===== src/rtl/td4_pkg.sv =====
// Shared TD4 definitions: execution-controller state encodings and the ISA opcodes
// used by both the core and its execution controller.
package td4_pkg;

    localparam logic [1:0] ST_HALT = 2'b00;
    localparam logic [1:0] ST_RUN  = 2'b01;
    localparam logic [1:0] ST_STEP = 2'b10;
    localparam logic [1:0] ST_BRK  = 2'b11;

    localparam logic [3:0] OP_ADD_A_IM = 4'b0000;
    localparam logic [3:0] OP_MOV_A_B  = 4'b0001;
    localparam logic [3:0] OP_IN_A     = 4'b0010;
    localparam logic [3:0] OP_MOV_A_IM = 4'b0011;
    localparam logic [3:0] OP_MOV_B_A  = 4'b0100;
    localparam logic [3:0] OP_ADD_B_IM = 4'b0101;
    localparam logic [3:0] OP_IN_B     = 4'b0110;
    localparam logic [3:0] OP_MOV_B_IM = 4'b0111;
    localparam logic [3:0] OP_OUT_B    = 4'b1001;
    localparam logic [3:0] OP_OUT_IM   = 4'b1011;
    localparam logic [3:0] OP_JNC_IM   = 4'b1110;
    localparam logic [3:0] OP_JMP_IM   = 4'b1111;

    function automatic logic is_halted(input logic [1:0] st);
        return (st == ST_HALT) || (st == ST_BRK);
    endfunction

endpackage


===== src/rtl/td4_debounce.sv =====
// Button conditioner: 2-flop synchroniser, stability-count debounce and a 1-clk
// press pulse on the released->pressed edge of the debounced level (active-low button).
module td4_debounce #(
    parameter int DEB_CYCLES = 50000
) (
    input  logic clk,
    input  logic rst,
    input  logic btn_n_i,
    output logic press_o
);

    localparam int CW = (DEB_CYCLES < 2) ? 1 : $clog2(DEB_CYCLES + 1);

    logic [1:0]    sync_q;
    logic          deb_q, deb_d;
    logic [CW-1:0] cnt_q, cnt_d;
    logic          press_q, press_d;

    // Counter restarts whenever the synchronised input agrees with the debounced level.
    always_comb begin
        cnt_d   = '0;
        deb_d   = deb_q;
        press_d = 1'b0;
        if (sync_q[1] != deb_q) begin
            if (cnt_q == CW'(DEB_CYCLES - 1)) begin
                deb_d   = sync_q[1];
                press_d = ~sync_q[1];
            end else begin
                cnt_d = cnt_q + 1'b1;
            end
        end
    end

    always_ff @(posedge clk or posedge rst) begin
        if (rst) begin
            sync_q  <= 2'b11;
            deb_q   <= 1'b1;
            cnt_q   <= '0;
            press_q <= 1'b0;
        end else begin
            sync_q  <= {sync_q[0], btn_n_i};
            deb_q   <= deb_d;
            cnt_q   <= cnt_d;
            press_q <= press_d;
        end
    end

    assign press_o = press_q;

endmodule


===== src/rtl/td4_exec_ctrl.sv =====
// TD4 execution controller: run/halt/single-step/breakpoint FSM producing the
// one-cycle instruction-step enable for the core, plus an executed-instruction counter.
module td4_exec_ctrl
    import td4_pkg::*;
#(
    parameter int unsigned DIV_MAX    = 2500000,
    parameter int          DEB_CYCLES = 50000,
    parameter int          CNT_W      = 32
) (
    input  logic       clk,
    input  logic       rst,
    input  logic       run_btn_n,
    input  logic       step_btn_n,
    input  logic [3:0] pc,
    input  logic       bp_en,
    input  logic [3:0] bp_addr,
    output logic       cpu_en,
    output logic       halted,
    output logic [1:0] state,
    output logic [7:0] step_count
);

    logic             run_press, step_press;
    logic [1:0]       state_q, state_d;
    logic [CNT_W-1:0] cnt_q, cnt_d;
    logic             cpu_en_q, cpu_en_d;
    logic [7:0]       step_cnt_q, step_cnt_d;
    logic             skip_q, skip_d;
    logic             counting, tick;

    td4_debounce #(.DEB_CYCLES(DEB_CYCLES)) u_run_deb (
        .clk     (clk),
        .rst     (rst),
        .btn_n_i (run_btn_n),
        .press_o (run_press)
    );

    td4_debounce #(.DEB_CYCLES(DEB_CYCLES)) u_step_deb (
        .clk     (clk),
        .rst     (rst),
        .btn_n_i (step_btn_n),
        .press_o (step_press)
    );

    assign counting = (state_q == ST_RUN) || (state_q == ST_STEP);
    assign tick     = counting && (cnt_q == CNT_W'(DIV_MAX));

    always_comb begin
        state_d  = state_q;
        cpu_en_d = 1'b0;
        skip_d   = skip_q;
        case (state_q)
            ST_HALT: begin
                if (run_press) begin
                    state_d = ST_RUN;
                    skip_d  = 1'b0;
                end else if (step_press) begin
                    state_d = ST_STEP;
                end
            end
            ST_RUN: begin
                if (run_press) begin
                    state_d = ST_HALT;
                end else if (tick) begin
                    // Skip flag lets the instruction at the breakpoint execute once after resume.
                    skip_d = 1'b0;
                    if (bp_en && (pc == bp_addr) && !skip_q) begin
                        state_d = ST_BRK;
                    end else begin
                        cpu_en_d = 1'b1;
                    end
                end
            end
            ST_STEP: begin
                if (tick) begin
                    cpu_en_d = 1'b1;
                    state_d  = ST_HALT;
                end
            end
            ST_BRK: begin
                if (run_press) begin
                    state_d = ST_RUN;
                    skip_d  = 1'b1;
                end else if (step_press) begin
                    state_d = ST_STEP;
                end
            end
        endcase
    end

    // Prescaler restarts on every state entry so each step period is measured from entry.
    always_comb begin
        if ((state_d != state_q) || !counting || tick) begin
            cnt_d = '0;
        end else begin
            cnt_d = cnt_q + 1'b1;
        end
        step_cnt_d = step_cnt_q + {7'd0, cpu_en_q};
    end

    always_ff @(posedge clk or posedge rst) begin
        if (rst) begin
            state_q    <= ST_HALT;
            cnt_q      <= '0;
            cpu_en_q   <= 1'b0;
            step_cnt_q <= 8'd0;
            skip_q     <= 1'b0;
        end else begin
            state_q    <= state_d;
            cnt_q      <= cnt_d;
            cpu_en_q   <= cpu_en_d;
            step_cnt_q <= step_cnt_d;
            skip_q     <= skip_d;
        end
    end

    assign cpu_en     = cpu_en_q;
    assign halted     = is_halted(state_q);
    assign state      = state_q;
    assign step_count = step_cnt_q;

endmodule

===== config.mk =====
export PLATFORM = sky130hd
export DESIGN_NAME = td4_exec_ctrl
export DESIGN_NICKNAME = d
export VERILOG_FILES = /design/src/rtl/td4_pkg.sv /design/src/rtl/td4_debounce.sv /design/src/rtl/td4_exec_ctrl.sv
export SDC_FILE = /design/constraint.sdc
export NUM_CORES = 1
export LEC_CHECK = 0
export ABC_CLOCK_PERIOD_IN_PS = 2200
export BUFFER_PORTS_ARGS = -buffer_cell sky130_fd_sc_hd__buf_4
export CAP_MARGIN = 20
export CELL_PAD_IN_SITES_DETAIL_PLACEMENT = 0
export CELL_PAD_IN_SITES_GLOBAL_PLACEMENT = 1
export CORE_MARGIN = 2
export CORE_UTILIZATION = 35
export DETAILED_ROUTE_END_ITERATION = 8
export GPL_ROUTABILITY_DRIVEN = 0
export PLACE_DENSITY_LB_ADDON = 0.1
export SLEW_MARGIN = 20
export SYNTH_ARGS = -nofsm -noshare
export SYNTH_HDL_FRONTEND = slang
export SYNTH_SLANG_ARGS = --single-unit
export TNS_END_PERCENT = 10

===== constraint.sdc =====
create_clock -name clk -period 2.2 [get_ports clk]
set_clock_uncertainty 0.1 [all_clocks]
set_input_delay 0.11 -clock clk [delete_from_list [all_inputs] [get_ports clk]]
set_output_delay 0.11 -clock clk [all_outputs]
set_load 0.05 [all_outputs]

; ---- Word-level counts from Yosys, hierarchy flattened
; Index checks and enable logic that the tools add are counted.
[word_totals]
input_bits = 13
elab_cells = 74
register_bits = 84
[classes]
n_reduce_logical = 15
mux = 26
n_bitwise = 2
addsub = 4
eq_ne = 14
[op_table]
columns = cell, n
row1 = two-way mux 16 bit, 4
row2 = "adder 16 x 1 -> 16 bit, second input constant", 2
row3 = "adder 32 x 1 -> 32 bit, second input constant", 1
row4 = "== test 16 bit, second input constant", 2
row5 = "== test 32 x 22 -> 1 bit, second input constant", 1
row6 = two-way mux 32 bit, 1
row7 = two-way mux 1 bit, 12
row8 = two-way mux 2 bit, 6
row9 = adder 8 x 1 -> 8 bit, 1
row10 = case mux 2 bit (3 select lines), 1
row11 = AND reduction 5 bit, 1
row12 = "== test 2 bit, second input constant", 2
row13 = == test 4 bit, 1
row14 = logical OR 1 bit, 4
row15 = "inequality test 2 x 1 -> 1 bit, second input constant", 2
row16 = "inequality test 2 bit, second input constant", 2
row17 = AND reduction 2 bit, 2
row18 = logical AND 1 bit, 3
row19 = case mux 1 bit (3 select lines), 1
row20 = nonzero test 3 bit, 1
row21 = "== test 2 x 1 -> 1 bit, second input constant", 1
row22 = zero test 1 bit, 2
row23 = zero test 2 bit, 1
row24 = inequality test 1 bit, 2
row25 = 4 further kinds, 5

; ---- Depth between registers and ports, before layout
; Gate-level depths: netlist of run 1.
[logic_depth]
word_depth = 11
ltp_mapped = 9
depth_no_buf = 7

; ---- Modules after synthesis
; A second synthesis of run 1 with hierarchy kept.
[hier_totals]
hier_cells = 426
hier_area_um2 = 4270.3
[modules_own_cells]
columns = module, area_each_um2, seq_area_each_um2, cells_per_inst, instances
row1 = td4_exec_ctrl, 2393.5, 1101.1, 248, 1
row2 = td4_debounce, 938.4, 504.2, 89, 2

; ---- Least setup slack after synthesis of run 1
; Ideal clock, no wire load.
[synth_timing]
kind = flip-flop to flip-flop
from = register state_q[0] (netlist: state[0])
to = register cnt_q[19]
path_stages_with_launch = 9
setup_time_ps = 121
required_time_ps = 1979
period_less_slack_ps = 2383
setup_slack_ps = -183
path_buffers = 2
arrival_ps = 2162
cell_sequence = dfrtp_1 -> inv_1 -> ha_1 -> nand4_1 -> nor4_2 -> or3_1 -> buf_2 -> buf_2 -> nor2_1
[synth_via]
elab_chain_cells = 10
word_cells_on_any_way = 19
[synth_rtl]
columns = item, line_no
row1 = from (decl), td4_exec_ctrl.sv:24  ; logic [1:0] state_q, state_d;
row2 = from (signal assigned), td4_exec_ctrl.sv:109  ; state_q <= state_d;
row3 = == test 2 x 1 -> 1 bit / == test 2 bit (equally long branches), "td4_exec_ctrl.sv:45, td4_exec_ctrl.sv:52"
row4 = logical OR 1 bit, td4_exec_ctrl.sv:45  ; assign counting = (state_q == ST_RUN) || (state_q == ST_STEP);
row5 = logical AND 1 bit, td4_exec_ctrl.sv:46  ; assign tick = counting && (cnt_q == CNT_W'(DIV_MAX));
row6 = two-way mux 2 bit, td4_exec_ctrl.sv:64  ; end else if (tick) begin
row7 = two-way mux 2 bit, td4_exec_ctrl.sv:62  ; if (run_press) begin
row8 = case mux 2 bit (3 select lines), td4_exec_ctrl.sv:52  ; case (state_q)
row9 = inequality test 2 bit, td4_exec_ctrl.sv:93  ; if ((state_d != state_q) || !counting || tick) begin
row10 = logical OR 1 bit, td4_exec_ctrl.sv:93
row11 = logical OR 1 bit *, td4_exec_ctrl.sv:93
row12 = two-way mux 32 bit *, td4_exec_ctrl.sv:93
row13 = via cnt_d[19], td4_exec_ctrl.sv:25  ; logic [CNT_W-1:0] cnt_q, cnt_d;
row14 = to (signal assigned), td4_exec_ctrl.sv:110  ; cnt_q <= cnt_d;
row15 = to (decl), td4_exec_ctrl.sv:25
; The timed path passes the listed nets; every way through them passes the cells marked *.
; A chain may end at the register's enable or synchronous reset.

; ---- Worst setup path after layout of run 1
[layout_timing]
from = register cnt_q[1]
to = register cnt_q[30]
[layout_via]
elab_chain_cells = 9
word_cells_on_any_way = 11
[layout_rtl]
columns = item, line_no
row1 = == test 32 x 22 -> 1 bit, td4_exec_ctrl.sv:46
row2 = logical AND 1 bit, td4_exec_ctrl.sv:46
row3 = two-way mux 2 bit, td4_exec_ctrl.sv:64
row4 = two-way mux 2 bit, td4_exec_ctrl.sv:62
row5 = case mux 2 bit (3 select lines), td4_exec_ctrl.sv:52
row6 = inequality test 2 bit, td4_exec_ctrl.sv:93
row7 = logical OR 1 bit (2 in series), td4_exec_ctrl.sv:93
row8 = two-way mux 32 bit *, td4_exec_ctrl.sv:93
row9 = via cnt_d[30], td4_exec_ctrl.sv:25
; Marks and branches as above.

==> results.md, run 1 <==
* Core footprint at 11500 sq um
* Top cells by area, synth: dfrtp_1 47%, xnor2_1 9.4%, nor2_1 7.3%
* Synth Area in XOR/XNOR at 13.2%
* Crit-path most repeated cell: or3_1
* Fin util at 43.3%
* Synth Area in Compound Gates at 3.77%
* Final period utilization at 94.7%
* Final WS setup at 0.117 ns
* Simple-gate share of the synthesized area at 25.1%
* Min Tclk post-route at 2.08 ns
* Fmax at 0.480 GHz
* Startpoint Class: register
* Vias in the first global route at 3000
* CTS root buffer: clkbuf_16
* Run status: finished clean
* Synth Net Count at 440
* Die H at 112 um
* GRT overflow at 0
* Clock Pin Slew Worst Setup and Hold Paths at 0.06 ns
* Initial antenna violation count at 0
* Arr. time, crit path at 2.25 ns
* Commonest non-fill, non-tap cell in the layout: nor2_1
* Cell taking the most area after synthesis: dfrtp_1
* Ys async rst share at 100%
* LEAKAGE at 0.00214 uW
* IO buf count at 24
* Crit end category: register
* Die X-Extent at 112 um
* Total Nets Final at 490
* Router iterations before antenna repair at 4
* Yosys top cell area share at 47.4%
* First-pass GRT wire length at 14.2 mm
* Post-synth EDFFs at 0
* Worst vdd ir at 461 uV
* Die area at 12600 sq um
* Register area share after synthesis at 51.2%
* Drt drc at 0
* Max_slew headroom at 62.2%
* Design Power at 3270 uW
* Row count at 39
* Worst Hold Class: input port to register
* Slowest cell delay on critical path at 0.38 ns
* Synth cell types at 45
* Synth Area in Adders at 3.04%
* Max Root-Sink Buffers at 2
* Initial Util at 35.9%
* Setup Fix Bufs, Post-CTS at 0
* CP cell instances: ha_1 > nand4_2 > or3_1 > or3_1 > or3_1 > a21oi_2
* Routed wire length at 8.03 mm
* Average wire per standard cell at 13.1 um
* Mapped Avg Cell Area at 9.87 sq um
* Antenna-violating nets left at 0
* YS warnings at 0
* Crit path max-delay cell type: dfrtp_1
* Mapped Area at 4120 sq um
* Post-DR vias/cell at 4.85
* Final Hold Fails at 0
* Total Routing Usage GR at 13.8%
* RSZ-0062 raised after global routing: false
* Largest family of logic cells by synthesized area: simple AND/OR/NAND/NOR gates
* Maxcap violations at 0
* Worst hold slack at 0.240 ns
* Worst Setup Path Type: register to register
* Vias at 2983
* Post-synthesis cell count at 417
* Layout cell share with drive strength beyond 1 at 16.3%
* Resized cells post-CTS at 0
* CP top delay family: simple AND/OR/NAND/NOR gates
* Largest net degree at the start of global routing at 44
* Initial DRC count at 167
* CP Buf/Inv Count at 0
* CTS tree: yes
* Commonest non-fill, non-tap cells in the layout: 80 x nor2_1, 76 x dfrtp_1, 44 x xnor2_1, 44 x buf_4, 27 x nand2_1
* Crit-path max FO at 4
* Register bit total from synthesis at 84
* Clock Latency Late Sink at 0.33 ns
* P&R area growth vs syn at 20.5%
* Slew Limit Fails at 0
* Pin slew with the least headroom to its limit at 0.566 ns
* DP HPWL at 5.64 mm
* Final TNS setup at 0 ns
* Critical Path RT at 2.36 ns
* Htree depth at 3
* Clk sink count at 84
* Setup violators final at 0
* Main synth FF type: dfrtp_1
* Mux cell area share after synthesis at 0.547%
* Dpl ws at 0.125 ns
* Io pins at 25
* ANT cells at 0
* CTS Buf Count at 9
* PD cells at 659 nW/um^2
==> metal layers <==
metal | part of all wire [%] | routed length [um] | global-route usage, % | vias up
met3 | 3.4 | 276 | 3.51 | 11
met5 | 0 | 0 | 0 | -
met1 | 51 | 4080 | 19.3 | 1419
li1 | - | - | - | 1516
met4 | 1.5 | 118 | 4.72 | 0
met2 | 44 | 3560 | 20.8 | 37
==> final cells by class <==
class | instances | area [sq um]
Clock inverter | 5 | 75.1
Clock buffer | 11 | 243
Tap cell | 143 | 179
Timing Repair Buffer | 48 | 380
Sequential cell | 84 | 2110
Multi-Input combinational cell | 302 | 1890
Fill cell | 1123 | 6500
Inverter | 22 | 86.3
==> logic make-up (layout without fill, tap and decap cells) <==
kind of cell / count (synthesis) / count (layout)
AOI/OAI and AO/OA: 22 / 22
adders and majority gates: 10 / 10
muxes: 2 / 2
and+or+nand+nor: 206 / 206
buffers and inverters: 31 / 86
xor gates and xnor gates: 62 / 62
DFF: 84 / 84
==> state kept, by name, summed over array words and instances, names as in the netlist <==
signal              flops
cnt_q                  32
cpu_en                  1
skip_q                  1
state                   2
step_count              8
u_run_deb.cnt_q        16
u_run_deb.deb_q         1
u_run_deb.press_o       1
u_run_deb.sync_q        2
u_step_deb.cnt_q       16
u_step_deb.deb_q        1
u_step_deb.press_o      1
u_step_deb.sync_q       2
==> per-stage QoR <==
stage / cell area (sq um) / instances
finish: 4960 / 615
CTS: 4960 / 615
global placement: 4610 / 596
floorplan: 4130 / 417
detailed placement: 4610 / 596
global route: 4960 / 615
==> cell usage after synthesis, drive strengths merged (2+ instances only) <==
master  number
nor2        80
dfrtp       78
xnor2       44
nand2       27
nand3       23
inv         22
xor2        18
nand4       16
and3        13
nor3        13
nor4        11
ha          10
or3          7
dfstp        6
a21oi        5
clkbuf       5
nor4b        5
o21ai        5
buf          4
nor3b        3
and4         2
mux2         2
o21a         2
o21ba        2
==> where the power goes <==
| part | internal, uW | switching [uW] |
|---|---|---|
| combinational | 37.4 | 54.2 |
| sequential | 1560 | 7.86 |
| clock | 1020 | 591 |
==> repair_timing <==
item / 4_1_cts / 5_1_grt
hold buffers: 3 / 0
hold endpoints to repair: 24 / 0
endpoints found under the setup margin: 0 / 0
==> path summary, 6_finish.rpt <==
path | from | to | slack (ns) | depth (start not counted)
worst max-delay path | cnt_q[1]$_DFF_PP0_ | cnt_q[30]$_DFF_PP0_ | 0.12 | 6
worst min-delay path | pc[2] | state[1]$_DFF_PP0_ | 0.24 | 5
worst max register to register | cnt_q[1]$_DFF_PP0_ | cnt_q[30]$_DFF_PP0_ | 0.12 | 6
worst min register to register | u_run_deb.sync_q[0]$_DFF_PP1_ | u_run_deb.sync_q[1]$_DFF_PP1_ | 0.26 | 0
max in group asynchronous | rst | u_step_deb.deb_q$_DFFE_PP1P_ | 1.03 | 4
min in group asynchronous | rst | u_step_deb.cnt_q[5]$_DFF_PP0_ | 0.30 | 3
==> tightest hold or removal path, delay by kind of cell <==
family                 cells  cell delay, ns
AOI/OAI and AO/OA          1            0.05
buffers and inverters      1            0.08
and+or+nand+nor            3            0.39
No activity file was read; power rests on OpenSTA's default activity.
==> run 2, diff against run 1 <==
--- a/config.mk
+++ b/config.mk
@@ -11,7 +11,7 @@
 export CELL_PAD_IN_SITES_DETAIL_PLACEMENT = 0
 export CELL_PAD_IN_SITES_GLOBAL_PLACEMENT = 1
 export CORE_MARGIN = 2
-export CORE_UTILIZATION = 35
+export CORE_UTILIZATION = 43
 export DETAILED_ROUTE_END_ITERATION = 8
 export GPL_ROUTABILITY_DRIVEN = 0
 export PLACE_DENSITY_LB_ADDON = 0.1
==> results.md, run 2 (synthesis results as in run 1) <==
* Switch Pwr at 646 uW
* Routed wire length at 7.59 mm
* Dpl cell area at 4590 sq um
* Arr. time, crit path at 2.26 ns
* Post-DR vias/cell at 4.89
* Biggest registers after layout: cnt_q x32, u_run_deb.cnt_q x16, u_step_deb.cnt_q x16
* P&R area growth vs syn at 18.0%
* Die area at 10400 sq um
* Startpoint Class: register
* First-pass GRT wire length at 13.3 mm
* Setup Fix Bufs, Post-CTS at 0
* Worst hold slack at 0.169 ns
* Crit-path max FO at 4
* Drt drc at 0
* CTS Buf Count at 9
* IO buf count at 24
* Antenna-violating nets left at 0
* Fmax at 0.482 GHz
* Clock Pin Slew Worst Setup and Hold Paths at 0.09 ns
* Filler cells at 885
* Comb pwr share at 3.1%
* Slew Limit Fails at 0
* Io pins at 25
* Pin slew with the least headroom to its limit at 0.498 ns
* CTS tree: yes
* Initial DRC count at 72
* Total Routing Usage GR at 16.3%
* Row count at 35
* Average wire per standard cell at 12.7 um
* Worst vdd ir at 445 uV
* Largest Register: cnt_q
* CTS root buffer: clkbuf_8
* Vias at 2933
* Min Tclk post-route at 2.07 ns
* Commonest non-fill, non-tap cells in the layout: 80 x nor2_1, 76 x dfrtp_1, 44 x xnor2_1
* Int Pwr at 2240 uW
* Die X-Extent at 102 um
* Cell area after layout at 4860 sq um
* Htree depth at 3
* RSZ-0062 raised after global routing: false
* ANT cells at 0
* Initial antenna violation count at 0
* Final Hold Fails at 0
* Clock Latency Late Sink at 0.35 ns
* Max_slew headroom at 66.5%
* Setup violators final at 0
* Router iterations before antenna repair at 4
* Core footprint at 9280 sq um
* Crit end category: register
* Run status: finished clean
* Die H at 102 um
* Max Root-Sink Buffers at 2
* Final TNS setup at 0 ns
* Vias in the first global route at 2879
* GRT overflow at 0
* Final WS setup at 0.126 ns
* LEAKAGE at 0.00208 uW
* DP HPWL at 5.33 mm
* Worst Setup Path Type: register to register
* Initial Util at 44.3%
* Sw frac at 22.4%
* Flop pwr share at 54.2%
* Worst Hold Class: input port to async pin
* Critical Path RT at 2.39 ns
* Clock Power Share at 42.7%
* Maxcap violations at 0
* Dpl ws at 0.131 ns
* Total Nets Final at 489
* PD cells at 595 nW/um^2
* Largest net degree at the start of global routing at 73
* Max reg flops at 32
* Layout cell share with drive strength beyond 1 at 17.0%
* Final period utilization at 94.3%
* Clk sink count at 84
* Commonest non-fill, non-tap cell in the layout: nor2_1
[run 2: final timing paths]
path	start	to	slack, ns	cells past startpoint
setup / recovery	cnt_q[1]$_DFF_PP0_	cnt_q[30]$_DFF_PP0_	0.13	6
hold / removal	rst	step_count[2]$_DFF_PP0_	0.17	3
setup reg to reg	cnt_q[1]$_DFF_PP0_	cnt_q[30]$_DFF_PP0_	0.13	6
hold reg to reg	u_step_deb.sync_q[0]$_DFF_PP1_	u_step_deb.sync_q[1]$_DFF_PP1_	0.25	0
max in group asynchronous	rst	u_run_deb.deb_q$_DFFE_PP1P_	1.14	4
min in group clk	pc[2]	state[1]$_DFF_PP0_	0.22	5
[run 2: metal layers]
metal / vias to the layer above / GRT usage [%] / routed length (um)
met5: - / 0 / 0
met4: 0 / 4.92 / 92
met3: 9 / 3.56 / 235
met2: 34 / 26.1 / 3520
met1: 1382 / 22.3 / 3750
li1: 1508 / - / -
[run 2: power groups by stage]
stage | logic, uW | registers, uW | clock network [uW]
global placement | 87.5 | 1600 | 0
detailed placement | 88.7 | 1600 | 0
CTS | 93.6 | 1570 | 1280
finish | 88.5 | 1570 | 1230
floorplan | 49.8 | 1590 | 0
global route | 104 | 1570 | 1350
[run 2: repair_timing]
action                                  4_1_cts  5_1_grt
hold buffers                                  3        0
endpoints found under the hold margin        44        0
gates resized for setup                       0        3
endpoints found under the setup margin        0        3
[run 2: critical path, cell delays in order, from the launching register on]
cell,delay [ns]
dfrtp_1,0.39
ha_2,0.22
nand4_2,0.11
or3_1,0.39
or3_1,0.32
or3_1,0.34
a21oi_2,0.13
[run 2: layout make-up]
class / count / area (sq um) / share of cell area (%)
clock inverter: 7 / 98.8 / 2.04
clock buffer: 9 / 124 / 2.55
multi-input combinational: 302 / 1900 / 39.2
inverter: 22 / 86.3 / 1.78
timing repair buffer: 47 / 373 / 7.68
sequential: 84 / 2110 / 43.5
tap: 129 / 161 / 3.32
[run 2: through the flow]
step | utilization, % | power (uW) | cells
CTS | 52.2 | 2940 | 600
finish | 52.3 | 2890 | 600
floorplan | - | 1640 | 417
global placement | 49.4 | 1680 | 581
global route | 52.3 | 3020 | 600
detailed placement | 49.4 | 1690 | 581
